**src/rtl/sr_latch_bank.sv**
```systemverilog
// rtl/sr_latch_bank.sv - clocked bank of N set/reset storage channels with saturating conflict counter
// Optional build macro: SR_SYNC_EN adds a 2-flop synchroniser on every set/reset bit.
module sr_latch_bank #(
  parameter int           N     = 4,
  parameter int           MODE  = 0,
  parameter logic [N-1:0] INIT  = {N{1'b0}},
  parameter int           CNT_W = 8
) (
  input  logic             clk,
  input  logic             rst_n,
  input  logic [N-1:0]     set,
  input  logic [N-1:0]     reset,
  input  logic             clr_cnt,
  output logic [N-1:0]     q,
  output logic [N-1:0]     qbar,
  output logic [N-1:0]     chg,
  output logic [CNT_W-1:0] conflict_cnt
);

  if (N < 1 || N > 32 || CNT_W < 2 || CNT_W > 16 || MODE < 0 || MODE > 3) begin : g_bad_param
    $fatal(1, "sr_latch_bank: illegal parameter set");
  end

  localparam logic [CNT_W-1:0] CNT_MAX = {CNT_W{1'b1}};

  logic [N-1:0]     s_eff, r_eff;
  logic [N-1:0]     q_q, q_d, chg_q;
  logic [CNT_W-1:0] cnt_q, cnt_d;

`ifdef SR_SYNC_EN
  logic [N-1:0] s_meta_q, s_sync_q, r_meta_q, r_sync_q;

  // Cleared on reset so no pre-reset request can leak into the first update
  always_ff @(posedge clk or negedge rst_n) begin
    if (!rst_n) begin
      s_meta_q <= '0;
      s_sync_q <= '0;
      r_meta_q <= '0;
      r_sync_q <= '0;
    end else begin
      s_meta_q <= set;
      s_sync_q <= s_meta_q;
      r_meta_q <= reset;
      r_sync_q <= r_meta_q;
    end
  end

  assign s_eff = s_sync_q;
  assign r_eff = r_sync_q;
`else
  assign s_eff = set;
  assign r_eff = reset;
`endif

  always_comb begin
    q_d = q_q;
    for (int i = 0; i < N; i++) begin
      case ({s_eff[i], r_eff[i]})
        2'b10: q_d[i] = 1'b1;
        2'b01: q_d[i] = 1'b0;
        2'b11: begin
          case (MODE)
            0:       q_d[i] = 1'b0;
            1:       q_d[i] = 1'b1;
            3:       q_d[i] = ~q_q[i];
            default: q_d[i] = q_q[i];
          endcase
        end
        default: q_d[i] = q_q[i];
      endcase
    end
  end

  // Clear wins over a same-edge conflict
  always_comb begin
    cnt_d = cnt_q;
    if (clr_cnt) begin
      cnt_d = '0;
    end else if ((|(s_eff & r_eff)) && (cnt_q != CNT_MAX)) begin
      cnt_d = cnt_q + 1'b1;
    end
  end

  always_ff @(posedge clk or negedge rst_n) begin
    if (!rst_n) begin
      q_q   <= INIT;
      chg_q <= '0;
      cnt_q <= '0;
    end else begin
      q_q   <= q_d;
      chg_q <= q_d ^ q_q;
      cnt_q <= cnt_d;
    end
  end

  assign q            = q_q;
  assign qbar         = ~q_q;
  assign chg          = chg_q;
  assign conflict_cnt = cnt_q;

endmodule
```
**config.mk**
```make
export PLATFORM = sky130hd
export DESIGN_NAME = sr_latch_bank
export DESIGN_NICKNAME = d
export VERILOG_FILES = /design/src/rtl/sr_latch_bank.sv
export SDC_FILE = /design/constraint.sdc
export NUM_CORES = 1
export LEC_CHECK = 0
export CAP_MARGIN = 20
export CORE_MARGIN = 4
export CORE_UTILIZATION = 41
export CTS_CLUSTER_DIAMETER = 60
export DETAILED_ROUTE_END_ITERATION = 6
export PLACE_DENSITY = 0.74
export SYNTH_ARGS = -nofsm -noshare
export SYNTH_HDL_FRONTEND = slang
export SYNTH_SLANG_ARGS = --single-unit
```
**constraint.sdc**
```tcl
create_clock -name clk -period 2.05 [get_ports clk]
set_clock_uncertainty 0.1 [all_clocks]
set_input_delay 0.5125 -clock clk [delete_from_list [all_inputs] [get_ports clk]]
set_output_delay 0.5125 -clock clk [all_outputs]
set_load 0.005 [all_outputs]
```
======== Word level (Yosys, flattened, before mapping) ========
Cells that the tools add are included.
cells by class
  add/subtract/negate cells ............... 1
  multiply operators ...................... 0
  div/mod/pow operators ................... 0
  magnitude comparators ................... 0
  equality and inequality tests ........... 13
  shift operators ......................... 0
  multiplexer cells ....................... 6
  bitwise operators ....................... 3
  reductions and logical operators ........ 7
operator list
  kind                                                                    count
  2-bit equality test (second input constant)                             8
  8-bit two-way mux                                                       2
  8-bit by 1-bit adder with 8-bit output (second input constant)          1
  2-bit by 1-bit equality test with 1-bit output (second input constant)  4
  8-bit inequality test (second input constant)                           1
  1-bit one-hot mux with 2 select lines                                   4
  2-bit OR reduction                                                      4
  4-bit AND                                                               1
  4-bit inverter                                                          1
  4-bit OR reduction                                                      1
  4-bit XOR                                                               1
  2-bit nonzero test                                                      1
  1-bit logical AND                                                       1
word-level totals
  register bits ........................... 16
  latch bits .............................. 0
  memory bits (writable) .................. 0
  ROM bits ................................ 0
  input bits .............................. 11
  output and inout port bits .............. 20
  logic and storage cells ................. 33
  memories kept ........................... 0

======== Logic depth before layout (Yosys ltp) ========
  depth after elaboration ................. 5
  gate-level depth with buffers ........... 6
  gate-level depth less buffers ........... 5

======== Worst setup path after synthesis ========
Ideal clock, no wire load.
  kind .................................... flip-flop to flip-flop
  start point ............................. reg cnt_q[0], in the netlist conflict_cnt[0]
  end point ............................... reg cnt_q[5], in the netlist conflict_cnt[5]
  setup time .............................. 0.078 ns
  arrival ................................. 1.455 ns
  data required time ...................... 1.872 ns
  path slack .............................. 0.417 ns
  stages on the path, launching flop included .. 6
  path buffers ............................ 0
  period minus slack after synthesis ...... 1.633 ns
  cell sequence ........................... dfrtp_1 -> ha_1 -> nand3_2 -> o22ai_4 -> or4_1 -> a21oi_1
between the ends
  longest elaborated chain between the ends .. 3
  elaborated cells between the ends (all ways) .. 6
  classes of those cells .................. add/sub (1); eq/ne (1); mux (2); reduce/logical (2)
RTL lines
  what                                                                                    line    RTL
  start: declaration                                                                      28      logic [CNT_W-1:0] cnt_q, cnt_d;
  start signal: assignment                                                                92      cnt_q <= cnt_d;
  8-bit by 1-bit adder with 8-bit output / 8-bit inequality test (equally long branches)  80, 79
  8-bit two-way mux / 1-bit logical AND (equally long branches)                           79      end else if ((|(s_eff & r_eff)) && (cnt_q != CNT_MAX)) begin
  8-bit two-way mux / 2-bit nonzero test (equally long branches)                          -
Several ways; a longest one is shown, not always the timed one. The select of a mux whose other input is x is not followed.
A chain may end at the register's enable or synchronous reset.

======== Final worst setup path ========
  start point ............................. in set[2]
  end point ............................... reg cnt_q[5], in the netlist conflict_cnt[5]
between the ends
  longest elaborated chain between the ends .. 4
RTL lines
  what                          line  RTL
  start: declaration            11    input logic [N-1:0] set,
  4-bit AND                     79
  4-bit OR reduction            79
  1-bit logical AND             79
  2-bit nonzero test (no line)  -
No other way between the ends.

==> out/results.txt <==
Max Freq - 533.9 MHz
Syn Nets - 91
DIE HEIGHT - 50.79 um
Synth area leaders - dfrtp_1 (53%), nand2_1 (7.0%), nor2_1 (7.0%)
placer congestion estimate - 0.7802
switching share of power - 0.2395
area grow syn2layout - 53.67%
final setup fails - 0
fin nets - 132
clock-pin slew on the worst setup and hold paths - 0.08 ns
Fin Hold WS - 0.4461 ns
vias in the first global route - 648
final hold vios - 0
status - completed
WP data arrival - 1.97 ns
most frequent cells after synthesis - dfrtp_1 (16), nand2_1 (14), nor2_1 (14)
# diodes - 0
Post-synth EDFFs - 0
Power Density - 559.8 nW/um^2
most frequent cell after synthesis - dfrtp_1
Synth Instances - 79
crit share post-route - 0.9137
Max Buffers Root-to-Sink - 2
Cell Count, Final, Fillers Out - 143
via density per instance - 4.783
Pint - 491.1 uW
Top FF cell, synth - dfrtp_1
#FFs+latches synth - 16
wire per inst - 10.39 um
vias - 684
clock sinks - 16
CP max stage cell - or4_1
CP Capture Type - flop
die area - 2580 um^2
crit path launch - set[2]
initial core utilization - 0.4348
pin count of the biggest net entering global routing - 17
Util after Layout - 0.6681
PostCTS Resize Cnt - 0
synth unique cells - 20
CTS buffer count - 3
Rel. slew slack - 0.7548
worst endpoint required time - 2.15 ns
Post-synth ARST share - 1.000
IO Port Bufs - 30
Cell Chain, Critical Path - clkdlybuf4s50_1 -> a22o_4 -> o22ai_4 -> or4_1 -> a21oi_1
die span in x - 50.79 um
cts hold-fix bufs - 0
max-cap viol count - 0
# DRC - 0
syn_area_per_cell - 9.503 um^2
# H-tree levels - 1
FF-to-FF Start - conflict_cnt[0]
power share of the combinational group - 0.221
Worst Hold Class - in -> async
max-slew violation count - 0
post-CTS setup buffers - 0
Worst setup SP type - primary input
Slew @ Worst Pin - 0.3679 ns
Boundary Pins - 31
P_leak - 0.0005017 uW
total core area - 1727 um^2
slowest cell delay on critical path - 0.52 ns
first-pass GRT wire length - 2704 um
Total Wirelength - 1486 um
Rows - 15
P_sw - 154.6 uW
initial antenna violation count - 0
YS warnings - 0
Mapped Area - 750.7 um^2
DR iter-0 viols - 10
antenna-violating nets left - 0
Worst-Skew Late Latency - 0.27 ns
Seq pwr share - 0.541
largest area contributor in the synthesized netlist - dfrtp_1
Pre-antenna DRT Iters - 4
unrepaired setup endpoints after global routing - no
Clk pwr share - 0.237
Crit Path Max Fanout - 14
GRT Util Overall - 0.1329
clk root buf - clkbuf_4
layout cells sized above 1 - 0.1271
classification of the worst setup path - in -> reg
total power draw - 645.7 uW
GR Overflow Total - 0
sequential area share after synthesis - 0.5333
post-synth top area share - 0.5333
Min Clock Period, post-route - 1.873 ns
worst-case reg-to-reg path depth - 5
DP HPWL - 1186 um
worst vdd ir - 0.3178 mV
Placed Cells - 140
TritonCTS clock tree - yes
-- final cells by class --
cell class	instances	area, um^2
well taps	25	31.28
inverters	5	18.77
clock buffers	3	22.52
multi-input cells	56	320.3
flip-flops and latches	16	400.4
repair buffers	38	360.3
fillers	161	573.1
-- worst max-delay path: cells and delay by family --
kind	cells	cell delay [ns]
compound gates	3	0.42
buf+inv	1	0.51
simple gates	1	0.52
-- kinds of logic (layout without fill, tap and decap cells) --
group | count (synthesis) | count (layout) | share of synthesized area
XOR/XNOR | 1 | 1 | 0.01167
AO/OA/AOI/OAI | 15 | 15 | 0.1533
flip-flops | 16 | 16 | 0.5333
AND/OR/NAND/NOR | 38 | 38 | 0.2317
multiplexers | 1 | 1 | 0.01333
buffers and inverters | 7 | 46 | 0.04000
adder cells (fa/ha/maj) | 1 | 1 | 0.01666
-- through the flow --
step | worst slack (ns) | setup TNS [ns] | instance area, um^2
final | 0.1770 | 0 | 1154
after global routing | 0.09700 | 0 | 1154
after CTS | 0.1581 | 0 | 1154
after detailed placement | -0.1069 | -0.2644 | 1131
after global placement | -0.07967 | -0.1643 | 1131
after floorplan | 0.4171 | 0 | 750.7
-- power by group through the flow --
stage                     Sequential (uW)  Clock [uW]  Combinational [uW]
after floorplan                       357           0                47.2
after global placement                356           0                 142
after detailed placement              356           0                 145
after CTS                             350         161                 146
after global routing                  353         178                 160
final                                 350         153                 143
-- final timing paths --
check,slack [ns],to
setup / recovery,0.18,conflict_cnt[5]
hold / removal,0.45,chg[0]
setup reg to reg,0.29,conflict_cnt[5]
hold reg to reg,0.45,chg[3]
max in group asynchronous,1.22,conflict_cnt[7]
min in group clk,0.45,chg[3]
-- layer usage --
layer,vias up,global-route usage,wire [um]
met5,-,0,0
met4,0,0.02691,5
met3,2,0.03858,92
met2,17,0.2239,730
met1,312,0.1682,658
li1,353,-,-
-- registers in the layout, summed over array words and instances, names as in the netlist --
name and count:
chg 4, q 4, conflict_cnt 8
-- cells in the final DEF, fill, tap and decap left out --
cell / instances
xor2_1: 1
a22o_2: 1
or3_1: 3
mux2i_1: 1
o21ai_0: 3
clkbuf_4: 3
o22ai_4: 1
a22o_4: 1
nor2_1: 14
ha_1: 1
dfrtp_1: 16
nand3_2: 1
nand4_1: 2
inv_1: 5
buf_4: 8
a21oi_1: 6
nand2_1: 14
clkdlybuf4s50_1: 30
nand3_1: 1
o31ai_1: 3
or4_1: 3
Note: power is estimated with default switching activity, not from simulation.
